--- src/rtl/vga_stream_encoder.sv ---
// VGA raster generator fed by an RGB444 AXI-stream, locking to tuser at the raster origin.
// Optional 2x pixel-doubling upscaler is enabled by defining VGA_STREAM_PIXEL_DOUBLE_EN.
module vga_stream_encoder #(
    parameter int H_ACTIVE  = 640,
    parameter int H_FP      = 16,
    parameter int H_SYNC    = 96,
    parameter int H_BP      = 48,
    parameter int V_ACTIVE  = 480,
    parameter int V_FP      = 10,
    parameter int V_SYNC    = 2,
    parameter int V_BP      = 33,
    parameter int HSYNC_POL = 0,
    parameter int VSYNC_POL = 0
) (
    input  logic        oclk,
    input  logic        resetn,
    input  logic        in_axis_tvalid,
    output logic        in_axis_tready,
    input  logic [11:0] in_axis_tdata,
    input  logic        in_axis_tuser,
    output logic [3:0]  vga_r,
    output logic [3:0]  vga_g,
    output logic [3:0]  vga_b,
    output logic        vga_hsync,
    output logic        vga_vsync,
    output logic        vga_de,
    output logic        frame_start,
    output logic        underflow,
    output logic        sof_err,
    output logic        locked,
    input  logic        clr_status,
    output logic        fsm_state
);
    localparam int H_TOTAL = H_ACTIVE + H_FP + H_SYNC + H_BP;
    localparam int V_TOTAL = V_ACTIVE + V_FP + V_SYNC + V_BP;
    localparam int HW = $clog2(H_TOTAL);
    localparam int VW = $clog2(V_TOTAL);
    localparam logic HS_ON = (HSYNC_POL != 0);
    localparam logic VS_ON = (VSYNC_POL != 0);

    typedef enum logic {WAIT_SOF = 1'b0, RUN = 1'b1} state_t;

    state_t        state;
    state_t        state_nxt;
    logic [HW-1:0] h_cnt;
    logic [VW-1:0] v_cnt;
    logic          active;
    logic          origin;
    logic          slot;
    logic          hsync_win;
    logic          vsync_win;
    logic          show_pix;
    logic          uf_set;
    logic          se_set;
    logic [11:0]   pix;
    logic [11:0]   rgb_nxt;

    // Raster counters free-run independently of the stream.
    always_ff @(posedge oclk) begin
        if (!resetn) begin
            h_cnt <= '0;
            v_cnt <= '0;
        end else if (h_cnt == HW'(H_TOTAL - 1)) begin
            h_cnt <= '0;
            v_cnt <= (v_cnt == VW'(V_TOTAL - 1)) ? '0 : v_cnt + 1'b1;
        end else begin
            h_cnt <= h_cnt + 1'b1;
        end
    end

    assign active    = (h_cnt < HW'(H_ACTIVE)) && (v_cnt < VW'(V_ACTIVE));
    assign origin    = (h_cnt == '0) && (v_cnt == '0);
    assign hsync_win = (h_cnt >= HW'(H_ACTIVE + H_FP)) && (h_cnt < HW'(H_ACTIVE + H_FP + H_SYNC));
    assign vsync_win = (v_cnt >= VW'(V_ACTIVE + V_FP)) && (v_cnt < VW'(V_ACTIVE + V_FP + V_SYNC));

    always_ff @(posedge oclk) begin
        if (!resetn) state <= WAIT_SOF;
        else         state <= state_nxt;
    end

    // slot marks cycles on which RUN must consume a pixel; a missing or early-SOF pixel there drops lock.
    always_comb begin
        state_nxt = state;
        uf_set    = 1'b0;
        se_set    = 1'b0;
        case (state)
            WAIT_SOF: if (origin && in_axis_tvalid && in_axis_tuser) state_nxt = RUN;
            RUN: if (slot) begin
                if (!in_axis_tvalid) begin
                    uf_set    = 1'b1;
                    state_nxt = WAIT_SOF;
                end else if (in_axis_tuser && !origin) begin
                    se_set    = 1'b1;
                    state_nxt = WAIT_SOF;
                end
            end
            default: state_nxt = WAIT_SOF;
        endcase
    end

    // Handshake: a pixel transfers on a cycle with tvalid && tready; tready depends only on
    // tvalid/tuser, the FSM state and the raster position, and the source must hold its word until then.
    always_comb begin
        in_axis_tready = 1'b0;
        show_pix       = 1'b0;
        case (state)
            WAIT_SOF: begin
                in_axis_tready = in_axis_tvalid && (!in_axis_tuser || origin);
                show_pix       = origin && in_axis_tvalid && in_axis_tuser;
            end
            RUN: begin
                in_axis_tready = slot && in_axis_tvalid && !(in_axis_tuser && !origin);
                show_pix       = in_axis_tready;
            end
            default: begin
                in_axis_tready = 1'b0;
                show_pix       = 1'b0;
            end
        endcase
    end

    assign pix = show_pix ? in_axis_tdata : 12'h000;

`ifdef VGA_STREAM_PIXEL_DOUBLE_EN
    localparam int LB_W = $clog2(H_ACTIVE / 2);

    logic [11:0]     linebuf [H_ACTIVE/2];
    logic [LB_W-1:0] lb_idx;

    // Even lines fill the buffer with whatever was shown; odd columns and odd lines replay it.
    assign lb_idx = h_cnt[LB_W:1];
    assign slot   = active && !v_cnt[0] && !h_cnt[0];

    always_ff @(posedge oclk) begin
        if (slot) linebuf[lb_idx] <= pix;
    end

    always_comb begin
        rgb_nxt = 12'h000;
        if (slot)        rgb_nxt = pix;
        else if (active) rgb_nxt = linebuf[lb_idx];
    end
`else
    assign slot    = active;
    assign rgb_nxt = pix;
`endif

    always_ff @(posedge oclk) begin
        if (!resetn) begin
            {vga_r, vga_g, vga_b} <= '0;
            vga_de      <= 1'b0;
            vga_hsync   <= !HS_ON;
            vga_vsync   <= !VS_ON;
            frame_start <= 1'b0;
            underflow   <= 1'b0;
            sof_err     <= 1'b0;
        end else begin
            {vga_r, vga_g, vga_b} <= rgb_nxt;
            vga_de      <= active;
            vga_hsync   <= hsync_win ? HS_ON : !HS_ON;
            vga_vsync   <= vsync_win ? VS_ON : !VS_ON;
            frame_start <= origin;
            if (clr_status)  underflow <= 1'b0;
            else if (uf_set) underflow <= 1'b1;
            if (clr_status)  sof_err <= 1'b0;
            else if (se_set) sof_err <= 1'b1;
        end
    end

    assign locked    = (state == RUN);
    assign fsm_state = state;
endmodule

--- config.mk ---
export PLATFORM = sky130hd
export DESIGN_NAME = vga_stream_encoder
export DESIGN_NICKNAME = d
export VERILOG_FILES = /design/src/rtl/vga_stream_encoder.sv
export SDC_FILE = /design/constraint.sdc
export NUM_CORES = 1
export LEC_CHECK = 0
export BUFFER_PORTS_ARGS = -buffer_cell sky130_fd_sc_hd__buf_2
export CAP_MARGIN = 20
export CORE_ASPECT_RATIO = 1.5
export CORE_MARGIN = 2
export CORE_UTILIZATION = 53
export DETAILED_ROUTE_END_ITERATION = 10
export PLACE_DENSITY = 0.75
export SLEW_MARGIN = 10
export SYNTH_ARGS = -nofsm -noshare
export SYNTH_HDL_FRONTEND = slang
export SYNTH_SLANG_ARGS = --single-unit
--- constraint.sdc ---
create_clock -name oclk -period 2.31 [get_ports oclk]
set_input_delay 0.1155 -clock oclk [delete_from_list [all_inputs] [get_ports oclk]]
set_output_delay 0.1155 -clock oclk [all_outputs]
set_load 0.02 [all_outputs]
==> results_dict.tcl <==
set metrics [dict create \
    drt_wl_total_um 3720 \
    fp-row-count 25 \
    cts_buffers 5 \
    vias 1502 \
    syn_nets 208 \
    routedWlPerCell_um 14.0 \
    ys_top_cells_by_area "dfxtp_1, nor2_1, nor3b_1" \
    vias_per_cell 5.65 \
    synth.yosys.warnings 0 \
    grt-ovfl-total 0 \
    yosysTopAreaCell "dfxtp_1" \
    htreeDepth 2 \
    period_needed_ns 2.10 \
    synth-seq-cells 39 \
    cp_max_fo 5 \
    setup_tns_ns 0 \
    coreArea_mm2 0.00310 \
    area_delta_synth_final_pct 19.3 \
    cts_hold_buffers 0 \
    synth_edf_count 0 \
    synth_top_area_frac 0.461 \
    async_reset_ff_frac 0 \
    finalSetupViolCount 0 \
    drive_gt1_frac 0.248 \
    crit_type "register to output pin" \
    vdd_drop_max_v 0.000662 \
    clk_pin_slew_ns 0.07 \
    fin_skew_ns 0.00593 \
    grt_max_degree 16 \
    synth_common_cells "dfxtp_1, nor2_1, nand2_1, nand3_1, nor3b_1" \
    grt_usage 0.214 \
    antenna_found_initial 0 \
    syn_area_mm2 0.00170 \
    tightest_slew_ns 0.868 \
    rsz0062_at_grt "false" \
    synth-main-ff-cell "dfxtp_1" \
    port_buffers 37 \
    die_area_mm2 0.00368 \
    syn_area_per_cell_um2 9.07 \
    hpwlAfterDp_um 2730 \
    whs_ns 0.0506 \
    n_antenna_cell 0 \
    dr.first_iter.drc_count 29 \
    die_y_um 73.3 \
    cp.arrival_ns 1.99 \
    grt_pass1_wl_um 6000 \
    initial_core_util 0.547 \
    finalMaxSlewViolations 0 \
    power.density_mw_per_mm2 681 \
    die_w_um 50.2 \
    cts_resized 0 \
    hold_violations 0 \
    io_pins 38 \
    status "complete, no violations" \
    hp-class "primary input to register" \
    gp_congestion 0.848 \
    max_cap_violations 0 \
    worstPathRequired_ns 2.19 \
    grt_pass1_vias 1431 \
    yosysSeqAreaShare 0.461 \
    nNetsFinal 246 \
    synth_most_common_cell "dfxtp_1" \
    fill_cells 268 \
    cp-start-kind "register" \
    cts_setup_buffers 0 \
    period_share 0.911 \
    clock.fmax_mhz 475 \
    cts_sinks 39 \
    cts_root_buf "clkbuf_8" \
    ant_nets 0 \
    cts_buffer_depth 2 \
    firstDrtPassIters 4 \
    synthCells 187 \
    synthDistinctLibCells 42 \
    p_leak_nw 0.814 \
    cts_tree "yes" \
    end_kind "output pin" \
    worstSkewPairLatency_ns 0.29 \
    drc 0 \
    slew_headroom 0.421 \
]
metal layers:
layer / up-vias / share of wire / wire length [um] / global-route usage
met5: - / 0 / 0 / 0
met4: 0 / 0.021 / 79 / 0.120
met3: 7 / 0.051 / 191 / 0.0528
met2: 40 / 0.54 / 2010 / 0.387
met1: 711 / 0.39 / 1450 / 0.220
li1: 744 / - / - / -
critical path: stages (launching register included):
cell and delay [ns]:
dfxtp_1 0.34, inv_1 0.06, ha_1 0.15, or4b_4 0.49, nor2_2 0.18, a21boi_0 0.18, nor2_1 0.13, buf_2 0.17
stage by stage:
| step | worst slack [ns] | instance area, um2 | power (W) | util | instances |
|---|---|---|---|---|---|
| floorplan | 0.509 | 1700 | 0.000778 | - | 187 |
| global placement | 0.348 | 1900 | 0.000811 | 0.615 | 258 |
| detailed placement | 0.277 | 1900 | 0.000816 | 0.615 | 258 |
| CTS | 0.101 | 2020 | 0.00139 | 0.653 | 266 |
| global route | 0.0749 | 2020 | 0.00142 | 0.653 | 266 |
| finish | 0.206 | 2020 | 0.00138 | 0.653 | 266 |
report_power, final:
group	switching [W]	internal, W
Combinational	0.0000652	0.0000418
Clock	0.000226	0.000349
Sequential	0.00000872	0.000687
Total	0.000300	0.00108
layout make-up:
| cell class | count | area (um2) | area share |
|---|---|---|---|
| tap | 40 | 50.0 | 0.0247 |
| clock inverter | 2 | 35.0 | 0.0173 |
| sequential | 39 | 781 | 0.386 |
| multi-input combinational | 135 | 863 | 0.427 |
| timing repair buffer | 37 | 185 | 0.0915 |
| clock buffer | 6 | 82.6 | 0.0408 |
| inverter | 7 | 26.3 | 0.0130 |
worst paths after layout:
check,from,endpoint,slack (ns),depth (start not counted)
setup / recovery,h_cnt[0]$_SDFF_PP0_,in_axis_tready,0.21,7
setup reg to reg,h_cnt[0]$_SDFF_PP0_,v_cnt[9]$_SDFFE_PN0P_,0.25,5
hold reg to reg,h_cnt[0]$_SDFF_PP0_,h_cnt[0]$_SDFF_PP0_,0.47,1
hold / removal,in_axis_tdata[10],vga_r[2]$_SDFF_PN0_,0.05,3
cells by family after synthesis:
kind of cell    Yosys count  share of synthesized area
flops                    39                      0.461
buf+inv                  13                     0.0317
compound gates           23                     0.0915
simple gates             97                      0.330
fa+ha+maj                 4                     0.0295
xor+xnor                 11                     0.0568
flip-flops by register name, summed over array words and instances (netlist names):
register and count:
vga_b 4, frame_start 1, sof_err 1, h_cnt 10, vga_de 1, vga_hsync 1, fsm_state 1, vga_vsync 1
vga_r 4, vga_g 4, underflow 1, v_cnt 10
cell usage in the layout (no fill, tap or decap), drive strengths merged, types with 3 or more instances in the layout:
master | netlist | routed
a21oi | 9 | 9
a31oi | 3 | 3
and3 | 5 | 5
buf | 2 | 37
clkbuf | 4 | 6
dfxtp | 39 | 39
ha | 4 | 4
inv | 6 | 6
nand2 | 13 | 13
nand3 | 13 | 13
nand4 | 5 | 5
nor2 | 20 | 20
nor3 | 6 | 6
nor3b | 10 | 10
nor4 | 6 | 6
o21ai | 4 | 4
o31ai | 3 | 3
or3 | 4 | 4
or4 | 4 | 4
xnor2 | 4 | 4
xor2 | 7 | 7
(Power assumes the default switching activity.)
